**src/rtl/tpu_pkg.sv**
```systemverilog
// tpu_pkg: shared constants and sequencer state encoding for the tpu front end
package tpu_pkg;

    localparam int TPU_IW = 16;
    localparam logic [TPU_IW-1:0] TPU_NOP = 16'h0000;

    typedef enum logic [1:0] {
        IDLE  = 2'd0,
        ISSUE = 2'd1,
        GAP   = 2'd2,
        DONE  = 2'd3
    } state_e;

endpackage

```
**src/rtl/tpu_prog_ram.sv**
```systemverilog
// tpu_prog_ram: program store with synchronous write and combinational read
module tpu_prog_ram #(
    parameter int IW    = 16,
    parameter int DEPTH = 16,
    localparam int AW   = $clog2(DEPTH)
) (
    input  logic          clk,
    input  logic          we,
    input  logic [AW-1:0] waddr,
    input  logic [IW-1:0] wdata,
    input  logic [AW-1:0] raddr,
    output logic [IW-1:0] rdata
);

    logic [IW-1:0] mem [DEPTH];

    // write port; the array has no reset so it maps onto distributed RAM
    always_ff @(posedge clk) begin
        if (we) mem[waddr] <= wdata;
    end

    assign rdata = mem[raddr];

endmodule

```
**src/rtl/tpu_instr_sequencer.sv**
```systemverilog
// tpu_instr_sequencer: program buffer that replays stored words into the tpu with a NOP gap
module tpu_instr_sequencer
    import tpu_pkg::*;
#(
    parameter int IW    = TPU_IW,
    parameter int DEPTH = 16,
    parameter int GAP_W = 4,
    localparam int AW   = $clog2(DEPTH),
    localparam int CW   = AW + 1
) (
    input  logic             clk,
    input  logic             rst_n,
    input  logic             load_valid,
    input  logic [IW-1:0]    load_data,
    output logic             load_ready,
    input  logic             clear,
    input  logic             run,
    input  logic             abort,
    input  logic [GAP_W-1:0] gap,
    output logic [IW-1:0]    instruction,
    output logic             busy,
    output logic             done,
    output logic [CW-1:0]    count,
    output logic             ovf_err
);

    state_e            state, nxt;
    logic [CW-1:0]     rptr;
    logic [GAP_W-1:0]  gap_q, gcnt;
    logic [IW-1:0]     rd_data;
    logic [AW-1:0]     raddr;
    logic              full, idle, clr, we;

    assign idle       = state == IDLE;
    assign full       = count == CW'(DEPTH);
    assign clr        = idle && clear;
    assign load_ready = idle && !full;
    assign we         = load_valid && load_ready && !clear;
    assign busy       = state == ISSUE || state == GAP;
    assign done       = state == DONE;
    // rptr names the next word to fetch; a fresh run always starts at word 0
    assign raddr      = idle ? '0 : rptr[AW-1:0];

    tpu_prog_ram #(.IW(IW), .DEPTH(DEPTH)) u_ram (
        .clk   (clk),
        .we    (we),
        .waddr (count[AW-1:0]),
        .wdata (load_data),
        .raddr (raddr),
        .rdata (rd_data)
    );

    // next state; abort overrides everything, including a simultaneous run
    always_comb begin
        nxt = state;
        if (abort) nxt = IDLE;
        else begin
            unique case (state)
                IDLE:  nxt = (run && count != '0) ? ISSUE : IDLE;
                ISSUE: nxt = (rptr == count) ? DONE : (gap_q == '0) ? ISSUE : GAP;
                GAP:   nxt = (gcnt == GAP_W'(1)) ? ISSUE : GAP;
                DONE:  nxt = IDLE;
            endcase
        end
    end

    // state, issue register and pointers; the word is fetched on entry to ISSUE so it shows the cycle after
    always_ff @(posedge clk or negedge rst_n) begin
        if (!rst_n) begin
            state       <= IDLE;
            instruction <= TPU_NOP;
            rptr        <= '0;
            gap_q       <= '0;
            gcnt        <= '0;
        end else begin
            state       <= nxt;
            instruction <= (nxt == ISSUE) ? rd_data : TPU_NOP;
            if (nxt == ISSUE) rptr <= idle ? CW'(1) : rptr + CW'(1);
            if (idle && nxt == ISSUE) gap_q <= gap;
            gcnt        <= (state == GAP) ? gcnt - GAP_W'(1) : gap_q;
        end
    end

    // buffer occupancy and sticky overflow flag; clear beats a same-cycle load
    always_ff @(posedge clk or negedge rst_n) begin
        if (!rst_n) begin
            count   <= '0;
            ovf_err <= 1'b0;
        end else begin
            count   <= clr ? '0 : we ? count + CW'(1) : count;
            ovf_err <= clr ? 1'b0 : (load_valid && idle && full) ? 1'b1 : ovf_err;
        end
    end

endmodule

```
**config.mk**
```make
export PLATFORM = sky130hd
export DESIGN_NAME = tpu_instr_sequencer
export DESIGN_NICKNAME = d
export VERILOG_FILES = /design/src/rtl/tpu_pkg.sv /design/src/rtl/tpu_prog_ram.sv /design/src/rtl/tpu_instr_sequencer.sv
export SDC_FILE = /design/constraint.sdc
export NUM_CORES = 1
export LEC_CHECK = 0
export CAP_MARGIN = 40
export CORE_AREA = 4 4 156 158
export DETAILED_ROUTE_END_ITERATION = 10
export DIE_AREA = 0 0 160 162
export GPL_ROUTABILITY_DRIVEN = 0
export PLACE_DENSITY = 0.7
export SLEW_MARGIN = 20
export SYNTH_ARGS = -nofsm -noshare
export SYNTH_HDL_FRONTEND = slang
export SYNTH_SLANG_ARGS = --single-unit
```
**constraint.sdc**
```tcl
create_clock -name clk -period 2.7 [get_ports clk]
set_clock_uncertainty 0.1 [all_clocks]
set_input_delay 0.405 -clock clk [delete_from_list [all_inputs] [get_ports clk]]
set_output_delay 0.405 -clock clk [all_outputs]
set_load 0.02 [all_outputs]
```
### After elaboration in Yosys (flattened, before gate mapping)

Memories as Yosys holds them, arrays and structs flattened.
Cells that the tools add are included.

| storage, ports and cells | value |
|---|---|
| register bits | 37 |
| latch bits | 0 |
| RAM bits | 256 |
| ROM bits | 0 |
| input port bits | 26 |
| output and inout port bits | 25 |
| logic and storage cells | 50 |
| memories kept | 1 |

| cells by class | value |
|---|---|
| $add $sub $neg | 3 |
| $mul | 0 |
| div/mod/pow operators | 0 |
| order comparisons | 0 |
| equal/unequal tests | 7 |
| shift operators | 0 |
| mux-type cells | 16 |
| bitwise logic cells | 0 |
| reductions and logical operators | 16 |

Memory list:

| memory | words | width | rd ports | clocked after memory_dff | write ports | line | text |
|---|---|---|---|---|---|---|---|
| u_ram.mem | 16 | 16 | 1 | 0 | 1 | tpu_prog_ram.sv:15 | `logic [IW-1:0] mem [DEPTH];` |

Operators by type and width:

| cell | number |
|---|---|
| $mux W16 | 1 |
| $mux W5 | 3 |
| $add A5 B1 Y5 const B | 2 |
| $logic_and A1 B1 Y1 | 8 |
| $mux W2 | 4 |
| $mux W4 | 2 |
| $pmux W2 S4 | 1 |
| $eq A5 B5 Y1 | 1 |
| $eq A5 B5 Y1 const B | 1 |
| $mux W1 | 5 |
| $reduce_bool A5 Y1 | 1 |
| $eq A2 B1 Y1 const B | 2 |
| $eq A2 B2 Y1 const B | 2 |
| $eq A4 B1 Y1 const B | 1 |
| $logic_not A4 Y1 | 1 |
| $reduce_bool A2 Y1 | 2 |
| $sub A4 B1 Y4 const B | 1 |
| $logic_not A1 Y1 | 2 |
| $logic_not A2 Y1 | 1 |
| $logic_or A1 B1 Y1 | 1 |

### Logic depth before layout (Yosys ltp)

| depth | value |
|---|---|
| word-level depth | 7 |
| depth in mapped cells | 9 |
| gate-level depth less buffers | 7 |

### Modules after synthesis

A second synthesis with hierarchy kept.

| second synthesis, totals | value |
|---|---|
| cells, all modules | 584 |
| area, all modules | 11569.8 um^2 |

Modules (own cells, without submodules):

| module | times used | cells an instance | area each (um^2) | seq. area each (um^2) |
|---|---|---|---|---|
| tpu_prog_ram | 1 | 416 | 9723.1 | 7687.4 |
| tpu_instr_sequencer | 1 | 168 | 1846.8 | 925.9 |

### Worst setup path after synthesis

Ideal clock, no wire load.

| path | value |
|---|---|
| path type | register to register |
| start | register count[0] |
| end | memory u_ram.mem[0][0] (enable) |
| library setup time | 0.388 ns |
| data arrival time | 2.031 ns |
| data required time | 2.212 ns |
| setup slack | 0.180 ns |
| cell stages (with the launch flop) | 5 |
| path buffers | 0 |
| clock period less this slack | 2.520 ns |
| cells stage by stage | dfrtp_1 > inv_1 > ha_1 > or4b_4 > nor2_1 |

| between the ends | value |
|---|---|
| longest elaborated chain between the ends | 7 |

Ends and longest elaborated chain:

| item | line | text |
|---|---|---|
| from (decl) | tpu_instr_sequencer.sv:23 | `output logic [CW-1:0] count,` |
| from (signal assigned) | tpu_instr_sequencer.sv:90 | `count <= clr ? '0 : we ? count + CW'(1) : count;` |
| $eq A5 B5 Y1 | tpu_instr_sequencer.sv:35 | `assign full = count == CW'(DEPTH);` |
| $logic_not A1 Y1 | tpu_instr_sequencer.sv:37 | `assign load_ready = idle && !full;` |
| $logic_and A1 B1 Y1 | tpu_instr_sequencer.sv:37 |  |
| $logic_and A1 B1 Y1 (2 in series) | tpu_instr_sequencer.sv:38 | `assign we = load_valid && load_ready && !clear;` |
| $mux W1 | tpu_prog_ram.sv:19 | `if (we) mem[waddr] <= wdata;` |
| $mux W1 (implied by the code) | tpu_prog_ram.sv:19 |  |
| to (decl) | tpu_prog_ram.sv:15 |  |

Several ways; a longest one is shown, not always the timed one.

### Worst setup path in the final report

| path | value |
|---|---|
| start | register state[0] |
| end | register rptr[0] |

| between the ends | value |
|---|---|
| longest elaborated chain between the ends | 4 |
| elaborated cells on any way between the ends | 8 |
| those cells by class | 4 x eq/ne; 3 x mux; 1 x reduce/logical |

Ends and longest elaborated chain:

| item | line | text |
|---|---|---|
| from (decl) | tpu_instr_sequencer.sv:27 | `state_e state, nxt;` |
| from (signal assigned) | tpu_instr_sequencer.sv:76 | `state <= nxt;` |
| $eq A2 B2 Y1, or another cell as far along | tpu_instr_sequencer.sv:58 | `unique case (state)` |
| $pmux W2 S4 | tpu_instr_sequencer.sv:58 |  |
| $mux W2 | tpu_instr_sequencer.sv:56 | `if (abort) nxt = IDLE;` |
| $eq A2 B1 Y1 | tpu_instr_sequencer.sv:78 | `if (nxt == ISSUE) rptr <= idle ? CW'(1) : rptr + CW'(1);` |
| to (signal assigned) | tpu_instr_sequencer.sv:78 |  |
| to (decl) | tpu_instr_sequencer.sv:28 | `logic [CW-1:0] rptr;` |

Several ways; a longest one is shown, not always the timed one.
A chain may end at the register's enable or synchronous reset.

==> metrics.md <==
| Metric | Value |
|---|---|
| Outcome | `complete, no violations` |
| Post-synth EDFFs | `256` |
| Vias in the first global route | `6980` |
| DR DRC count | `0` |
| FF-to-FF path depth | `7` |
| Die height | `162 um` |
| Gate power share | `0.259` |
| I/O pins | `51` |
| Int Pwr | `0.00885 W` |
| Seq. cell area | `0.00862 mm2` |
| Max Fclk | `416 MHz` |
| Seq pwr share | `0.429` |
| Reg clk slew, reported paths | `60 ps` |
| Final Hold Viols | `0` |
| Post-Route Setup TNS | `0 ps` |
| Syn Nets | `884` |
| Top-count cell post-synth | `edfxtp_1` |
| Clock Path Buffers | `3` |
| Commonest cells in the netlist | `256 x edfxtp_1, 80 x nor2_1, 65 x mux2i_1` |
| Syn_area_per_cell | `14.2 um2` |
| CP Capture Type | `register` |
| WP data required | `3020 ps` |
| Peak VDD IR | `0.462 mV` |
| Syn-to-layout area delta | `17.4%` |
| Fraction of the yosys area taken by sequential cells | `0.717` |
| Initial DRC count | `689` |
| CTS Root Cell | `clkbuf_16` |
| Hold WC Path Type | `in -> async` |
| CP max-delay cell | `dfrtp_1` |
| Syn Inst Count | `847` |
| Gr usage total | `0.204` |
| Initial antenna violation count | `0` |
| Placed Cells | `1186` |
| Endpoints failing setup | `0` |
| Crit Path Class | `reg -> reg` |
| Switching Fraction | `0.301` |
| Count of nets after finishing | `966` |
| Core Rows | `56` |
| Number of fill cells | `1734` |
| Primary FF master, synth | `edfxtp_1` |
| Die Area | `0.0259 mm2` |
| TritonCTS clock tree | `yes` |
| Top cell type's share of synthesized area | `0.640` |
| Fin util | `0.610` |
| First-pass GRT wire length | `40700 um` |
| Slowest Stage Delay on Critical Path | `400 ps` |
| Via density | `5.87` |
| Largest area contributor in the netlist | `edfxtp_1` |
| Critical path cell sequence | `inv_1 > ha_1 > nor4bb_2 > nor2_1 > a221oi_2 > o21a_4 > mux2_2` |
| Skew-Pair Late Insertion Delay | `540 ps` |
| Flop and latch count out of synthesis | `293` |
| Die X | `160 um` |
| Dpl hpwl | `17100 um` |
| Port bufs | `50` |
| Clk pwr share | `0.312` |
| Vias | `7296` |
| Largest net degree at the start of global routing | `47` |
| Worst-Margin Slew | `802 ps` |
| Crit start category | `register` |
| Pwr Density | `897 mW/mm2` |
| Synth async-reset ratio | `0.126` |
| Avg WL per Cell | `21.6 um` |
| 1st-pass router iterations | `5` |
| Non-Filler Instances | `1242` |
| Worst Path Arrival | `2730 ps` |
| Max Cap Viol | `0` |
| RSZ-0062 raised after global routing | `no` |
| Synth Warn # | `0` |
| Switching pwr | `0.00381 W` |
| DRT antenna net count | `0` |
| Period utilization | `0.891` |
| GR Overflow Total | `0` |
| CTS Buf Count | `30` |
| Worst Path Max Fanout | `21` |
| Slew Viols, Final | `0` |
| Core ar. | `0.0231 mm2` |
| Relative slew slack | `0.464` |
| Sink Count | `293` |
| Ant diodes | `0` |
| WL final | `26800 um` |
| Synth area leaders | `edfxtp_1 64%, dfrtp_1 7.7%, mux2i_1 5.4%, nor2_1 2.5%, a221oi_1 2.3%` |
| H-tree depth | `1` |
| Starting Density | `0.520` |
| Layout cells sized above 1 | `0.121` |
| Syn Std Cell Area | `0.0120 mm2` |
| Tmin final | `2410 ps` |
| Leakage | `4.87 nW` |
| Area occupied by multi-input gates | `0.00303 mm2` |
| Post-synthesis cell type count | `43` |
what timing repair did:
action | in CTS | in global routing
setup endpoints to repair | 1 | 3
gates resized for setup | 1 | 4
setup buffers | 0 | 0
gates cloned | 0 | 0
hold buffers | 1 | 0
endpoints found under the hold margin | 29 | 0
logic make-up (layout without fill, tap and decap cells):
group	count (synthesis)	after routing	synth area share
buf+inv	99	204	0.0336
flops	293	293	0.717
xor+xnor	10	10	0.00729
fa+ha+maj	11	11	0.0115
mux	71	71	0.0601
compound gates	186	186	0.103
simple gates	177	177	0.0677
per-stage QoR:
step                      total power (W)  area, um2  hold WS [ps]  setup slack, ps
final                              0.0127      14100           343              294
after global routing               0.0133      14100           365             39.8
after CTS                          0.0127      14100           348             16.2
after detailed placement          0.00878      13100           397              236
after global placement            0.00872      13100           387              280
after floorplan                   0.00761      12000          9.41              180
path summary, 6_finish.rpt:
| path | slack (ps) | from | endpoint |
|---|---|---|---|
| setup / recovery | 290 | state[0] | rptr[0] |
| hold / removal | 340 | rst_n | ovf_err |
| setup reg to reg | 290 | state[0] | rptr[0] |
| hold reg to reg | 420 | gcnt[0] | gcnt[0] |
| max in group asynchronous | 1530 | rst_n | count[3] |
| min in group clk | 380 | gap[1] | gap_q[1] |
state kept, by name, summed over array words and instances, names as in the netlist:
name	cells
gap_q	4
u_ram.mem	256
gcnt	4
state	2
ovf_err	1
rptr	5
instruction	16
count	5
final cells by class:
class / instances / area share
flip-flops and latches: 293 / 0.611
multi-input cells: 455 / 0.215
repair buffers: 107 / 0.0702
clock buffers: 40 / 0.0574
well taps: 290 / 0.0257
inverters: 42 / 0.0112
clock inverters: 15 / 0.00984
metal layers:
metal | share of wire | vias up | global-route usage
li1 | - | 3364 | -
met3 | 0.076 | 52 | 0.0436
met2 | 0.47 | 285 | 0.330
met1 | 0.43 | 3595 | 0.286
met4 | 0.022 | 0 | 0.0520
met5 | 0 | - | 0
power groups by stage:
stage	Clock [W]	Sequential, W	Combinational (W)
final	0.00395	0.00543	0.00327
after detailed placement	0	0.00552	0.00326
after CTS	0.00403	0.00543	0.00327
after floorplan	0	0.00546	0.00215
after global placement	0	0.00551	0.00321
after global routing	0.00423	0.00546	0.00356
cell usage in the layout (no fill, tap or decap), types with 4 or more instances in the layout:
cell             Yosys  routed
nand2_1             41      41
a221oi_1            32      32
clkbuf_16            0      31
xnor2_1              9       9
dfrtp_1             37      33
edfxtp_1           256     256
clkbuf_1            31       9
o21ai_0             35      35
o22ai_1             32      32
ha_1                11      10
buf_12               0       5
o211ai_1            36      36
clkdlybuf4s50_1      0      48
mux2_2               5       5
nand2b_1             4       4
nor3_1               4       4
clkinv_1             0       9
a21oi_1             41      41
nor2_1              80      77
and3_1              21      21
and2_1              12      12
buf_4                0      51
mux2i_1             65      65
inv_1               42      42
worst max-delay path: cells and delay by family (launching register included):
kind,cells,cell delay [ps]
fa+ha+maj,1,180
flops,1,400
mux,1,370
buf+inv,1,130
compound gates,2,710
simple gates,2,400
No activity file was read; power rests on OpenSTA's default activity.
